## config.mk

```make
export PLATFORM = sky130hd
export DESIGN_NAME = ahb_cmd_manager
export DESIGN_NICKNAME = d
export VERILOG_FILES = /design/src/rtl/common_types_pkg.sv /design/src/rtl/sync_fifo_2.sv /design/src/rtl/ahb_cmd_manager.sv
export SDC_FILE = /design/constraint.sdc
export NUM_CORES = 1
export LEC_CHECK = 0
export CAP_MARGIN = 10
export CORE_MARGIN = 3
export CORE_UTILIZATION = 63
export DETAILED_ROUTE_END_ITERATION = 6
export DONT_BUFFER_PORTS = 1
export PLACE_DENSITY = 0.8
export SLEW_MARGIN = 30
export SYNTH_ARGS = -nofsm -noshare
export SYNTH_HDL_FRONTEND = slang
export SYNTH_HIERARCHICAL = 1
export SYNTH_SLANG_ARGS = --single-unit
```

## constraint.sdc

```tcl
create_clock -name hclk -period 5.5 [get_ports hclk]
set_clock_uncertainty 0.15 [all_clocks]
set_input_delay 1.1 -clock hclk [delete_from_list [all_inputs] [get_ports hclk]]
set_output_delay 1.1 -clock hclk [all_outputs]
set_load 0.02 [all_outputs]
```

## src/rtl/common_types_pkg.sv

```systemverilog
// common_types_pkg: shared AHB-Lite bus types and encodings.
package common_types_pkg;

    typedef enum logic [1:0] {
        HTRANS_IDLE   = 2'b00,
        HTRANS_BUSY   = 2'b01,
        HTRANS_NONSEQ = 2'b10,
        HTRANS_SEQ    = 2'b11
    } htrans_t;

    localparam logic [1:0] HSIZE_WORD    = 2'b10;
    localparam logic [2:0] HBURST_SINGLE = 3'b000;

endpackage

```

## src/rtl/sync_fifo_2.sv

```systemverilog
// sync_fifo_2: two-entry synchronous FIFO; push and pop may share an edge even when full.
module sync_fifo_2 #(
    parameter int W = 33
) (
    input  logic         hclk,
    input  logic         nrst,
    input  logic         push,
    input  logic         pop,
    input  logic [W-1:0] din,
    output logic [W-1:0] dout,
    output logic         full,
    output logic         empty
);
    logic [W-1:0] mem [2];
    logic         wp, rp, do_push, do_pop;
    logic [1:0]   cnt;

    assign full    = cnt == 2'd2;
    assign empty   = cnt == 2'd0;
    assign do_pop  = pop && !empty;
    assign do_push = push && (!full || do_pop);
    assign dout    = mem[rp];

    always_ff @(posedge hclk) begin
        if (!nrst) begin
            mem[0] <= '0;
            mem[1] <= '0;
            wp     <= 1'b0;
            rp     <= 1'b0;
            cnt    <= 2'd0;
        end else begin
            if (do_push) mem[wp] <= din;
            wp  <= wp ^ do_push;
            rp  <= rp ^ do_pop;
            cnt <= cnt + {1'b0, do_push} - {1'b0, do_pop};
        end
    end
endmodule

```

## src/rtl/ahb_cmd_manager.sv

```systemverilog
// ahb_cmd_manager: valid/ready command stream to single-word AHB-Lite transfers, with one
// pipelined overlap, two-cycle ERROR handling and a sticky hung-bus watchdog.
module ahb_cmd_manager
    import common_types_pkg::*;
#(
    parameter int TIMEOUT_CYCLES = 1024
) (
    input  logic        hclk,
    input  logic        nrst,
    input  logic        cmd_valid,
    output logic        cmd_ready,
    input  logic        cmd_write,
    input  logic [31:0] cmd_addr,
    input  logic [31:0] cmd_wdata,
    output logic        rsp_valid,
    input  logic        rsp_ready,
    output logic [31:0] rsp_rdata,
    output logic        rsp_err,
    output logic [31:0] haddr,
    output htrans_t     htrans,
    output logic        hwrite,
    output logic [1:0]  hsize,
    output logic [2:0]  hburst,
    output logic [31:0] hwdata,
    input  logic        hready,
    input  logic        hresp,
    input  logic [31:0] hrdata,
    input  logic        hang_clr,
    output logic        bus_hang
);
    localparam int CW = $clog2(TIMEOUT_CYCLES + 1);

    logic          a_valid, d_valid, d_write, err_cycle2;
    logic [31:0]   a_wdata;
    logic [CW-1:0] wd_cnt;
    logic          fifo_full, fifo_empty;
    logic [1:0]    r_occ;
    logic [2:0]    inflight;
    logic          load, adv, done, err1, a_next, wait_cyc, hang_set;

    assign hsize    = HSIZE_WORD;
    assign hburst   = HBURST_SINGLE;
    assign r_occ    = fifo_full ? 2'd2 : fifo_empty ? 2'd0 : 2'd1;
    assign inflight = {2'b0, a_valid} + {2'b0, d_valid} + {1'b0, r_occ};
    assign cmd_ready = inflight < 3'd2 && !(a_valid && !hready) && !err_cycle2 && nrst;
    assign load     = cmd_valid && cmd_ready;
    // An ERROR response holds the pending address phase back until it has fully resolved.
    assign adv      = a_valid && hready && !(d_valid && hresp);
    assign done     = d_valid && hready;
    assign err1     = d_valid && hresp && !hready;
    assign a_next   = load || (a_valid && !adv);
    assign wait_cyc = d_valid && !hready;
    assign hang_set = wait_cyc && wd_cnt == CW'(TIMEOUT_CYCLES - 1);
    assign rsp_valid = !fifo_empty;

    always_ff @(posedge hclk) begin
        if (!nrst) begin
            a_valid    <= 1'b0;
            d_valid    <= 1'b0;
            d_write    <= 1'b0;
            err_cycle2 <= 1'b0;
            a_wdata    <= '0;
            haddr      <= '0;
            hwrite     <= 1'b0;
            hwdata     <= '0;
            htrans     <= HTRANS_IDLE;
            wd_cnt     <= '0;
            bus_hang   <= 1'b0;
        end else begin
            a_valid <= a_next;
            if (load) begin
                haddr   <= cmd_addr;
                hwrite  <= cmd_write;
                a_wdata <= cmd_wdata;
            end
            // A retained command goes back to NONSEQ once the second ERROR cycle is over.
            htrans <= (a_next && !err1) ? HTRANS_NONSEQ : HTRANS_IDLE;
            if (adv) begin
                d_write <= hwrite;
                hwdata  <= a_wdata;
            end
            d_valid    <= adv || (d_valid && !hready);
            err_cycle2 <= err1 || (err_cycle2 && !done);
            wd_cnt     <= (done || hang_clr) ? '0 :
                          (wait_cyc && wd_cnt != CW'(TIMEOUT_CYCLES)) ? wd_cnt + 1'b1 : wd_cnt;
            bus_hang   <= hang_set || (bus_hang && !hang_clr);
        end
    end

    sync_fifo_2 #(.W(33)) u_rsp_fifo (
        .hclk  (hclk),
        .nrst  (nrst),
        .push  (done),
        .pop   (rsp_valid && rsp_ready),
        .din   ({hresp, d_write ? 32'h0 : hrdata}),
        .dout  ({rsp_err, rsp_rdata}),
        .full  (fifo_full),
        .empty (fifo_empty)
    );
endmodule
```

## Word-level counts from Yosys, hierarchy flattened

Memory sizes are Yosys's and may differ from the RTL's. A register that Yosys moved wholly into a read port is not among the register bits.
Cells that the tools add are included.

| cells by class | value |
|---|---|
| add/sub/neg operators | 5 |
| magnitude comparators | 1 |
| equality and inequality tests | 3 |
| mux-type cells | 12 |
| bitwise operators | 3 |
| reductions and logical operators | 39 |

Operator list:

| operator | number |
|---|---|
| $mux 33 | 1 |
| $reduce_or 33->1 | 1 |
| $mux 32 | 1 |
| $logic_and 1x1->1 | 20 |
| $add 11x1->11 const B | 1 |
| $eq 11x10->1 const B | 1 |
| $ne 11x11->1 const B | 1 |
| $logic_not 1->1 | 10 |
| $mux 1 | 8 |
| $logic_or 1x1->1 | 6 |
| $mux 2 | 2 |
| $add 2x2->3 | 1 |
| $lt 3x2->1 const B | 1 |
| $add 1x1->2 | 1 |
| $add 2x1->2 | 1 |
| $eq 2x2->1 const B | 1 |
| $logic_not 2->1 | 1 |
| $reduce_or 2->1 | 1 |
| $sub 2x1->2 | 1 |
| $xor 1x1->1 | 2 |
| $not 1->1 | 1 |

| word-level totals | value |
|---|---|
| flip-flop bits (word level) | 119 |
| memory bits (writable) | 66 |
| bits of input ports | 104 |
| memories | 1 |

Memories:

| memory | words | width | rd ports | clocked after Yosys merged registers in | write ports | RTL line | text |
|---|---|---|---|---|---|---|---|
| u_rsp_fifo.mem | 2 | 33 | 1 | 1 | 2 | sync_fifo_2.sv:14 | `logic [W-1:0] mem [2];` |

## Depth between registers and ports, before layout

| logic depth | value |
|---|---|
| depth in word-level cells | 12 |
| depth in mapped cells | 10 |
| gate-level depth less buffers | 9 |

## Cells and area by module

The synthesis kept the hierarchy.

Modules (own cells, without submodules):

| module | times used | cells an instance | area each (sq um) |
|---|---|---|---|
| ahb_cmd_manager | 1 | 563 | 4449.3 |
| sync_fifo_2 | 1 | 210 | 3121.7 |

## Worst setup path before layout

Ideal clock, no wire load.

| path | value |
|---|---|
| path type | input port to flip-flop |
| from | in hready |
| to | mem u_rsp_fifo.mem[1][0] (enable) |
| setup time | 0.469 ns |
| arrival | 3.846 ns |
| path slack | 1.035 ns |
| stages on the path | 5 |
| cell sequence | buf_2 -> nand2_1 -> inv_1 -> o21ai_2 -> o21ai_0 |

RTL lines:

| what | RTL line | text |
|---|---|---|
| start, declared | ahb_cmd_manager.sv:25 | `input logic hready,` |
| end, declared | sync_fifo_2.sv:14 |  |

## Worst setup path in the final report

| path | value |
|---|---|
| from | reg u_rsp_fifo.cnt[1] |
| to | out cmd_ready |

| between the ends | value |
|---|---|
| elaborated cells on any way between the ends | 9 |

RTL lines:

| what | RTL line | text |
|---|---|---|
| start, declared | sync_fifo_2.sv:16 | `logic [1:0] cnt;` |
| start signal, assigned | sync_fifo_2.sv:35 | `cnt <= cnt + {1'b0, do_push} - {1'b0, do_pop};` |
| $eq 2x2->1 | sync_fifo_2.sv:18 | `assign full = cnt == 2'd2;` |
| net fifo_full | ahb_cmd_manager.sv:36 | `logic fifo_full, fifo_empty;` |
| $mux 2 | ahb_cmd_manager.sv:43 | `assign r_occ = fifo_full ? 2'd2 : fifo_empty ? 2'd0 : 2'd1;` |
| $add 2x2->3 | ahb_cmd_manager.sv:44 | `assign inflight = {2'b0, a_valid} + {2'b0, d_valid} + {1'b0, r_occ};` |
| $lt 3x2->1 | ahb_cmd_manager.sv:45 | `assign cmd_ready = inflight < 3'd2 && !(a_valid && !hready) && !err_cycle2 && nrst;` |
| $logic_and 1x1->1 (3 in series) | ahb_cmd_manager.sv:45 |  |
| end, declared | ahb_cmd_manager.sv:11 | `output logic cmd_ready,` |

The timed path passes the listed nets, and every way through them passes these cells.

==> run metrics <==
outcome=complete, no violations; first-pass iteration count of the detailed router=5; RePlAce Congestion=0.774; final number of hold-violating endpoints=0; die area=13400 um^2; # H-tree levels=4; # IOs=212; endpoint arrival time on the critical path=1.98 ns; Startpoint Class=flop; initial antenna violation count=0; drt initial violations=471; # rows=39; Worst Hold Path Cells=2; portion of the post-synthesis area used by sequential elements=57.6%; WS Path Type=flop to output pin; worst-skew pair later-pin latency=0.41 ns; capturing element type of the critical path=output pin; number of buffers added by the clock tree synthesis step=17; cts-stage hold buffer count=0; met1 capacity usage during global routing=26.5%; ys async rst share=0%; share of the cycle needed by the critical path after routing=58.8%; worst max-slew margin expressed relative to the limit=46.2%; count of warnings emitted by yosys=6; highest-utilization routing layer at the global route stage=met2; number of nets in the layout=854; maximum count of clock buffers along a single path=2; port buffer count=0; met2 Usage GRT=40.7%; Final Slew Violations=0; portion of netlist area occupied by mux cells=5.19%; n_diodes=0; DRC=0; number of global-route vias before repair=4981; via count=between 5000 and 6000; CTS tree=built; simple-gate share of the synthesized area=21.8%; post-synthesis compound-gate area fraction=8.05%; dominant combinational cell family by area after synthesis=simple AND/OR/NAND/NOR gates; total wirelength of the detailed-routed design=15.7 mm; overall routing resource usage=a little under a quarter; required time of the worst setup path=between 4 and 5 ns; met3 Use GR=8.04%; type of the tightest min-delay check=flop to flop; pin count of the biggest net entering global routing=68; y dimension of the die=116 um; synthesized area=7570 um^2; fmax=slightly above 0.3 GHz; top area cells in the synthesized netlist=dfxtp_1, edfxtp_1, nand2_1; max-cap violation count=0; Setup Total Neg Slack=0 ns; estimated wirelength of the detail-placed design=~11 mm; XOR/XNOR share of the synthesized area=1.27%; area overhead of the layout relative to synthesis=7.45%; clock transition time at the flip-flop clock pins of the worst setup and hold paths=0.06 ns; final setup violating endpoints=0; Pwr Density=~340 nW/um^2; total of flip-flops plus latches after synthesis=185; Worst R2R Path Depth=9; vias per std cell=~5.8; shortest clock period the worst path allows after layout=3.23 ns; Worst Tran Pin Value=about 0.81 ns; RSZ-0062 raised after global routing=no; Static Leak=roughly 3.2 nW; synthesized-area fraction occupied by adder cells=0.826%; number of distinct library cells after synthesis=41; post-synthesis cell count=773; cell chosen for the clock root=clkbuf_16; flip-flop cell with the highest count after synthesis=dfxtp_1; wire length of the first global-routing pass=24.5 mm; worst IR drop on VDD=0.240 mV; share of layout cells above drive strength 1=10.8%; leftover overflow at the end of global routing=0; post-CTS resize count=0; pre-CTS setup slack=2.51 ns; post-synthesis cell type with the largest combined area=dfxtp_1; fillcell total=863; maximum fanout count along the critical path=4; antenna violation net count after detailed routing=0; initial cell density of the core=65.5%; syn_area_per_cell=9.79 um^2; area fraction of the dominant cell type after synthesis=31.5%; worst path setup slack after routing=2.27 ns; standard cell core area=11600 um^2; post-CTS setup buffer count=0; number of sinks driven by the clock tree=185; wire per inst=17.5 um; count of flip-flops with a built-in enable after synthesis=66; x dimension of the die=116 um
worst paths after layout:
kind / start / end / slack (ns)
min reg2reg: a_wdata[17]$_SDFFE_PN0P_ / hwdata[17]$_SDFFE_PN0P_ / 0.30
min: a_wdata[17]$_SDFFE_PN0P_ / hwdata[17]$_SDFFE_PN0P_ / 0.30
max: u_rsp_fifo/cnt[1]$_SDFF_PN0_ / cmd_ready / 2.27
max reg2reg: u_rsp_fifo/cnt[1]$_SDFF_PN0_ / a_wdata[13]$_SDFFE_PN0P_ / 2.79
report_power, final:
part / leakage [nW] / internal [mW] / switching, mW / total, mW
Clock: 0.272 / 0.621 / 0.470 / 1.09
Sequential: 1.65 / 1.46 / 0.0402 / 1.50
Combinational: 1.25 / 0.0477 / 0.105 / 0.152
Total: 3.17 / 2.13 / 0.615 / 2.74
critical path, cell delays in order (launching register included):
cell      delay (ns)
dfxtp_1         0.40
nand2b_1        0.11
inv_1           0.13
nor2_1          0.06
ha_1            0.21
nor4b_4         0.36
o211a_1         0.31
logic make-up after synthesis:
kind of cell	Yosys count
adders and majority gates	5
xor gates and xnor gates	11
buffers and inverters	74
and+or+nand+nor	347
DFF	185
other	2
muxes	35
AOI/OAI and AO/OA	114
metrics by stage:
step,util [%],hold slack [ns],std cells,cell area [um^2],power (mW)
after global routing,70.3,0.323,899,8140,2.84
final,70.3,0.302,899,8140,2.74
after CTS,70.3,0.306,899,8130,2.77
after detailed placement,65.7,0.295,869,7600,1.68
after global placement,65.0,0.286,866,7520,1.67
after floorplan,-,0.282,777,7590,1.65
layout make-up:
type	instances	area (um^2)	share of cell area, %
Clock buffer	22	485	5.97
Clock inverter	8	47.5	0.584
Inverter	14	53.8	0.661
Multi-Input combinational cell	518	2880	35.4
Sequential cell	185	4360	53.6
Tap cell	143	179	2.20
Timing Repair Buffer	9	128	1.57
routing by layer:
layer | up-vias | part of all wire (%)
met4 | 0 | 1.1
met3 | 16 | 9.3
met2 | 214 | 52
li1 | 2535 | -
met1 | 2421 | 38
met5 | - | 0
sequential cells by signal (all words and copies together), names as in the netlist, named ones only:
register / flops
d_write: 1
wd_cnt: 11
u_rsp_fifo/cnt: 2
d_valid: 1
haddr: 32
hwrite: 1
err_cycle2: 1
a_valid: 1
bus_hang: 1
u_rsp_fifo/mem: 66
u_rsp_fifo/rp: 1
u_rsp_fifo/wp: 1
hwdata: 32
a_wdata: 32
htrans: 1
cells in the final DEF, fill, tap and decap left out, types with 3 or more instances in the layout:
cell       count
buf_4          6
xnor2_1        8
edfxtp_1      66
nor2_1        13
xor2_1         3
inv_1         13
nand2b_1       4
clkbuf_16     18
buf_16         3
clkinv_2       5
dfxtp_1      119
nand4_1        5
nand2_1      203
nor2b_1       35
conb_1         6
and2_1         4
mux2_2        34
and3_1        68
nor4_1         3
ha_1           5
a21oi_1      104
synthesized netlist by cell type, drive strengths merged (5+ instances only):
library cell  count
nand2           203
dfxtp           119
a21oi           104
and3             69
edfxtp           66
nor2b            35
mux2             34
buf              31
clkbuf           29
inv              14
nor2             13
xnor2             8
and2              5
ha                5
nand4             5
(Power assumes the default switching activity.)
